==> config.mk <==
export PLATFORM = sky130hd
export DESIGN_NAME = cpu64_l2_mshr_ctrl
export DESIGN_NICKNAME = d
export VERILOG_FILES = /design/src/rtl/cpu64_l2_pkg.sv /design/src/rtl/cpu64_l2_prio_enc.sv /design/src/rtl/cpu64_l2_mshr_ctrl.sv
export SDC_FILE = /design/constraint.sdc
export NUM_CORES = 1
export LEC_CHECK = 0
export ABC_AREA = 1
export CAP_MARGIN = 20
export CORE_UTILIZATION = 34
export DETAILED_ROUTE_END_ITERATION = 6
export HOLD_SLACK_MARGIN = 0.12
export PLACE_DENSITY_LB_ADDON = 0.1
export SETUP_SLACK_MARGIN = 0.05
export SLEW_MARGIN = 10
export SYNTH_ARGS = -nofsm -noshare
export SYNTH_HDL_FRONTEND = slang
export SYNTH_SLANG_ARGS = --single-unit
==> constraint.sdc <==
create_clock -name clk -period 1.69 [get_ports clk]
set_input_delay 0.507 -clock clk [delete_from_list [all_inputs] [get_ports clk]]
set_output_delay 0.507 -clock clk [all_outputs]
set_load 0.01 [all_outputs]
==> src/rtl/cpu64_l2_pkg.sv <==
// Shared constants and types for the L2 MSHR transaction sequencer.
package cpu64_l2_pkg;

    // A-channel request opcodes
    localparam logic [2:0] OP_GET       = 3'd4;
    localparam logic [2:0] OP_ACQ_BLOCK = 3'd6;
    localparam logic [2:0] OP_ACQ_PERM  = 3'd7;

    // D-channel response opcodes
    localparam logic [2:0] D_ACCESS_ACK_DATA = 3'd1;
    localparam logic [2:0] D_GRANT           = 3'd4;
    localparam logic [2:0] D_GRANT_DATA      = 3'd5;

    // B-channel probe capabilities
    localparam logic [1:0] CAP_TOB = 2'd1;
    localparam logic [1:0] CAP_TON = 2'd2;

    typedef enum logic [2:0] {
        ST_IDLE,
        ST_SETP,
        ST_PROBE,
        ST_WAIT_ACK,
        ST_GRANT,
        ST_WAIT_GACK,
        ST_FREE
    } mshr_state_e;

    // Response opcode for a given request; any non-Get, non-AcquirePerm
    // request is treated as AcquireBlock.
    function automatic logic [2:0] d_opcode(input logic [2:0] a_opcode);
        case (a_opcode)
            OP_GET:      return D_ACCESS_ACK_DATA;
            OP_ACQ_PERM: return D_GRANT;
            default:     return D_GRANT_DATA;
        endcase
    endfunction

endpackage

==> src/rtl/cpu64_l2_prio_enc.sv <==
// Lowest-set-bit encoder with a valid flag; picks the next probe target.
module cpu64_l2_prio_enc #(
    parameter int N  = 4,
    parameter int IW = $clog2(N)
) (
    input  logic [N-1:0]  vec,
    output logic [IW-1:0] idx,
    output logic          valid
);

    // Scan from the top so the lowest set bit wins the last assignment
    always_comb begin
        idx   = '0;
        valid = 1'b0;
        for (int i = N - 1; i >= 0; i--) begin
            if (vec[i]) begin
                idx   = IW'(i);
                valid = 1'b1;
            end
        end
    end

endmodule

==> src/rtl/cpu64_l2_mshr_ctrl.sv <==
// Single-transaction sequencer for one L2 MSHR entry: allocate, probe
// sharers, collect probe acks, grant, wait for GrantAck, deallocate.
module cpu64_l2_mshr_ctrl
    import cpu64_l2_pkg::*;
#(
    parameter int ADDR_W   = 64,
    parameter int SOURCE_W = 6,
    parameter int TYPE_W   = 3,
    parameter int CORES    = 4,
    parameter int CORE_W   = $clog2(CORES)
) (
    input  logic                clk,
    input  logic                rst_n,
    input  logic                req_valid_i,
    output logic                req_ready_o,
    input  logic [ADDR_W-1:0]   req_addr_i,
    input  logic [SOURCE_W-1:0] req_source_i,
    input  logic [TYPE_W-1:0]   req_type_i,
    input  logic [CORE_W-1:0]   req_core_i,
    input  logic [CORES-1:0]    req_sharers_i,
    input  logic                mshr_alloc_ready_i,
    output logic                mshr_alloc_req_o,
    output logic [ADDR_W-1:0]   mshr_alloc_addr_o,
    output logic [SOURCE_W-1:0] mshr_alloc_source_o,
    output logic [TYPE_W-1:0]   mshr_alloc_type_o,
    output logic                mshr_set_probes_o,
    output logic [CORES-1:0]    mshr_probes_mask_o,
    output logic                mshr_probe_ack_o,
    output logic [CORE_W-1:0]   mshr_probe_ack_id_o,
    input  logic [CORES-1:0]    mshr_pending_probes_i,
    output logic                mshr_dealloc_req_o,
    output logic                probe_valid_o,
    input  logic                probe_ready_i,
    output logic [CORE_W-1:0]   probe_core_o,
    output logic [ADDR_W-1:0]   probe_addr_o,
    output logic [1:0]          probe_cap_o,
    input  logic                pack_valid_i,
    input  logic [CORE_W-1:0]   pack_core_i,
    output logic                grant_valid_o,
    input  logic                grant_ready_i,
    output logic [2:0]          grant_opcode_o,
    output logic [SOURCE_W-1:0] grant_source_o,
    input  logic                gack_valid_i,
    output logic                busy_o,
    output logic                proto_err_o
);

    mshr_state_e         state_q;
    logic [ADDR_W-1:0]   addr_q;
    logic [SOURCE_W-1:0] source_q;
    logic [TYPE_W-1:0]   type_q;
    logic [CORES-1:0]    to_send_q;
    logic                ack_q;
    logic                proto_err_q;

    logic [CORE_W-1:0]   probe_idx;
    logic                probe_any;
    logic                is_get;
    logic                ack_window;
    logic                req_fire;
    logic                probe_fire;
    logic [CORES-1:0]    to_send_next;

    cpu64_l2_prio_enc #(.N(CORES), .IW(CORE_W)) u_prio_enc (
        .vec   (to_send_q),
        .idx   (probe_idx),
        .valid (probe_any)
    );

    assign is_get       = (type_q == TYPE_W'(OP_GET));
    assign ack_window   = (state_q == ST_PROBE) || (state_q == ST_WAIT_ACK);
    assign req_fire     = (state_q == ST_IDLE) && req_valid_i && mshr_alloc_ready_i;
    assign probe_fire   = probe_valid_o && probe_ready_i;
    assign to_send_next = to_send_q & ~(CORES'(1) << probe_idx);

    // Allocation is forwarded straight from the request in the accept cycle
    assign req_ready_o         = (state_q == ST_IDLE) && mshr_alloc_ready_i;
    assign mshr_alloc_req_o    = req_fire;
    assign mshr_alloc_addr_o   = req_fire ? req_addr_i   : '0;
    assign mshr_alloc_source_o = req_fire ? req_source_i : '0;
    assign mshr_alloc_type_o   = req_fire ? req_type_i   : '0;

    assign mshr_set_probes_o  = (state_q == ST_SETP);
    assign mshr_probes_mask_o = mshr_set_probes_o ? to_send_q : '0;

    // Probe acks pass through untouched while probes can be outstanding
    assign mshr_probe_ack_o    = pack_valid_i && ack_window;
    assign mshr_probe_ack_id_o = mshr_probe_ack_o ? pack_core_i : '0;

    assign probe_valid_o = (state_q == ST_PROBE) && probe_any;
    assign probe_core_o  = probe_valid_o ? probe_idx : '0;
    assign probe_addr_o  = probe_valid_o ? addr_q : '0;
    assign probe_cap_o   = probe_valid_o ? (is_get ? CAP_TOB : CAP_TON) : 2'd0;

    assign grant_valid_o  = (state_q == ST_GRANT);
    assign grant_opcode_o = grant_valid_o ? d_opcode(3'(type_q)) : 3'd0;
    assign grant_source_o = grant_valid_o ? source_q : '0;

    assign mshr_dealloc_req_o = (state_q == ST_FREE);
    assign busy_o             = (state_q != ST_IDLE);
    assign proto_err_o        = proto_err_q;

    // Transaction state machine plus latched request fields
    always_ff @(posedge clk or negedge rst_n) begin
        if (!rst_n) begin
            state_q     <= ST_IDLE;
            addr_q      <= '0;
            source_q    <= '0;
            type_q      <= '0;
            to_send_q   <= '0;
            ack_q       <= 1'b0;
            proto_err_q <= 1'b0;
        end else begin
            // ack_q covers the cycle in which the MSHR is still clearing
            // the pending bit of the most recent ack
            ack_q       <= mshr_probe_ack_o;
            proto_err_q <= (pack_valid_i && !ack_window) ||
                           (gack_valid_i && (state_q != ST_WAIT_GACK));
            case (state_q)
                ST_IDLE: begin
                    if (req_fire) begin
                        addr_q    <= req_addr_i;
                        source_q  <= req_source_i;
                        type_q    <= req_type_i;
                        to_send_q <= req_sharers_i & ~(CORES'(1) << req_core_i);
                        state_q   <= ST_SETP;
                    end
                end
                ST_SETP: begin
                    state_q <= (to_send_q != '0) ? ST_PROBE : ST_GRANT;
                end
                ST_PROBE: begin
                    if (probe_fire) begin
                        to_send_q <= to_send_next;
                        if (to_send_next == '0) begin
                            state_q <= ST_WAIT_ACK;
                        end
                    end
                end
                ST_WAIT_ACK: begin
                    if ((mshr_pending_probes_i == '0) && !pack_valid_i && !ack_q) begin
                        state_q <= ST_GRANT;
                    end
                end
                ST_GRANT: begin
                    if (grant_ready_i) begin
                        state_q <= is_get ? ST_FREE : ST_WAIT_GACK;
                    end
                end
                ST_WAIT_GACK: begin
                    if (gack_valid_i) begin
                        state_q <= ST_FREE;
                    end
                end
                ST_FREE: begin
                    state_q <= ST_IDLE;
                end
                default: begin
                    state_q <= ST_IDLE;
                end
            endcase
        end
    end

endmodule

==> results.yml <==
layout:
  drive_gt1_share_pct: 48.4
  nets: 1057
  final_cell_mix: "inv_1, buf_6, nor2_4, buf_4, clkdlybuf4s50_1"
  regArea_um2: 2050
  stdcell_area_um2: 9760
  syn_to_final_growth_pct: 125
  final_util_pct: 79.9
  fill_cells: 759
  layout_commonest_cell: "inv_1"
  multiInputGateArea_um2: 2470
  insertedDiodeCount: 0
grt:
  grt-ovfl-total: 0
  grt_max_degree: 83
  grt_pass1_vias: 5519
  grt_pass1_wl_mm: 27.2
  grt_use_total_pct: 27.4
  antenna_found_initial: 0
sta:
  timing.setup.tns_ps: -100340
  rsz0062_at_grt: "true"
  post-route-period-util_pct: 140
  hold_viol: 0
  finalSetupViolations: 237
  max_freq_ghz: 0.422
  finClkSkew_ps: 9.50
  finalCriticalPeriod_ps: 2370
  slew_violations: 0
  layout_setup_ws_ps: -682
clock_network:
  cts_root_buf: "clkbuf_16"
  htreeDepth: 3
  path_clk_slew_ps: 60
  cts_sinks: 82
  clock_path_buffers: 2
  numCtsBuffers: 9
  cts_tree: "done"
  clk_latency_ps: 350
  ctsHoldBuffers: 0
logic_synthesis:
  synth_warnings: 0
  ys_ff_latch: 82
  synth_area_um2: 4350
  ys_seq_area_share_pct: 47.2
  synthesis.instances: 583
  yosys_most_used_dff: "dfrtp_1"
  synthArstFlopShare_pct: 100
  synth_cell_types: 26
  avgSynthCellArea_um2: 7.45
  synth-edff-count: 0
  syn-num-nets: 676
floorplan:
  die_h_um: 115
  coreArea_um2: 12200
  row_count: 40
  start_util_pct: 35.6
  io_pins: 258
  fp.dieW_um: 115
  dieArea_um2: 13200
outcome:
  run_status: "finished with violations"
  violations: "negative setup slack"
setup_path:
  path_class: "reg2out"
  cp-start-kind: "flip-flop"
  crit_start: "state_q[1]$_DFFE_PN0P_"
  end_kind: "output pin"
  r2r-start: "state_q[1]$_DFFE_PN0P_"
  critPathMaxFanout: 5
  arrival_ps: 1870
  required_ps: 1180
place:
  numPortBuffers: 256
  placedInstanceArea_um2: 8090
  place.gp.congestion: 0.839
  hpwlAfterDp_mm: 10.8
pwr:
  totalPowerFinal_uw: 12600
  ir_drop_mv: 0.790
  p_per_area_nw_per_um2: 1290
  p_leak_uw: 0.00486
routing:
  via_per_inst: 4.56
  drt_first_pass_iters: 4
  drc: 0
  routedWlPerCell_um: 16.2
  drt-total-wl_mm: 18.4
  drtIter0Drc: 180
  antenna_left: 0
  via_count: 5174
run:
  maxCapViolations: 0
worst_hold_path:
  hp-class: "in2async"
## power breakdown
| part | internal, uW | switching (uW) | total (uW) |
|---|---|---|---|
| sequential | 2900 | 303 | 3200 |
| clock | 1160 | 780 | 1940 |
| combinational | 3590 | 3880 | 7480 |
| total | 7650 | 4970 | 12600 |
## worst paths after layout
kind                            slack [ps]  depth (start not counted)                     end
worst max register to register        -240                         10  addr_q[12]$_DFFE_PN0P_
worst max-delay path                  -680                          9   mshr_alloc_addr_o[46]
worst min register to register         520                          2   addr_q[0]$_DFFE_PN0P_
worst min-delay path                   180                          2  addr_q[58]$_DFFE_PN0P_
max in group asynchronous             1090                          2  state_q[1]$_DFFE_PN0P_
min in group clk                       520                          2   addr_q[0]$_DFFE_PN0P_
## layout make-up
| type | instances | share of cell area [%] |
|---|---|---|
| Multi-Input combinational cell | 313 | 25.3 |
| Clock inverter | 3 | 0.436 |
| Clock buffer | 10 | 2.45 |
| Sequential cell | 82 | 21.0 |
| Tap cell | 168 | 2.15 |
| Timing Repair Buffer | 394 | 42.2 |
| Inverter | 164 | 6.38 |
## critical path, stage by stage (launching register included)
cell,delay [ps]
dfrtp_2,440
nor2_4,120
nand2_2,80
nor2_4,110
nand2_4,110
buf_12,150
buf_6,120
buf_12,140
nor2_4,120
buf_6,120
## layer usage
layer / global-route usage, % / up-vias / wire, um
met5: 0 / - / 0
met4: 13.2 / 0 / 696
met3: 6.64 / 48 / 1170
met2: 51.8 / 205 / 9960
met1: 28.2 / 2458 / 6580
li1: - / 2463 / -
## synthesized netlist by cell type, types with 2 or more instances
cell,instances,area [um^2]
a21oi_1,4,20.0
nor3b_1,2,15.0
nor2_4,2,22.5
nand2_1,32,120
o21bai_1,70,526
nand2_2,3,18.8
o21ai_0,14,70.1
o21a_1,3,22.5
nor3_1,2,10.0
dfrtp_1,82,2050
nor2_1,166,623
buf_2,11,55.1
inv_1,162,608
nand3_1,8,40.0
clkbuf_1,4,15.0
buf_4,8,60.1
## logic make-up (layout without fill, tap and decap cells)
logic type	Yosys count	in the layout	synth area share (%)
simple gates	219	219	20.2
buf+inv	188	571	17.5
compound gates	93	93	15.0
flops	82	82	47.2
other cells	1	1	0.0863
## flip-flops by register name (all words and copies together), names as in the netlist
register / cells
addr_q: 64
source_q: 6
to_send_q: 4
state_q: 3
type_q: 3
ack_q: 1
proto_err_o: 1
## timing repair
action                     4_1_cts  5_1_grt
setup buffers                   32        9
gates resized for setup        828      106
cloned                          10        2
setup endpoints to repair      240      244
pin swaps                       11       18
## through the flow
stage / hold WS (ps) / worst slack (ps) / std cells
floorplan: 211 / -94.5 / 583
detailed placement: 507 / -1140 / 1071
global placement: 497 / -1150 / 1071
CTS: 218 / -711 / 1126
finish: 179 / -682 / 1134
global route: 218 / -755 / 1134
No activity file was read; power rests on OpenSTA's default activity.
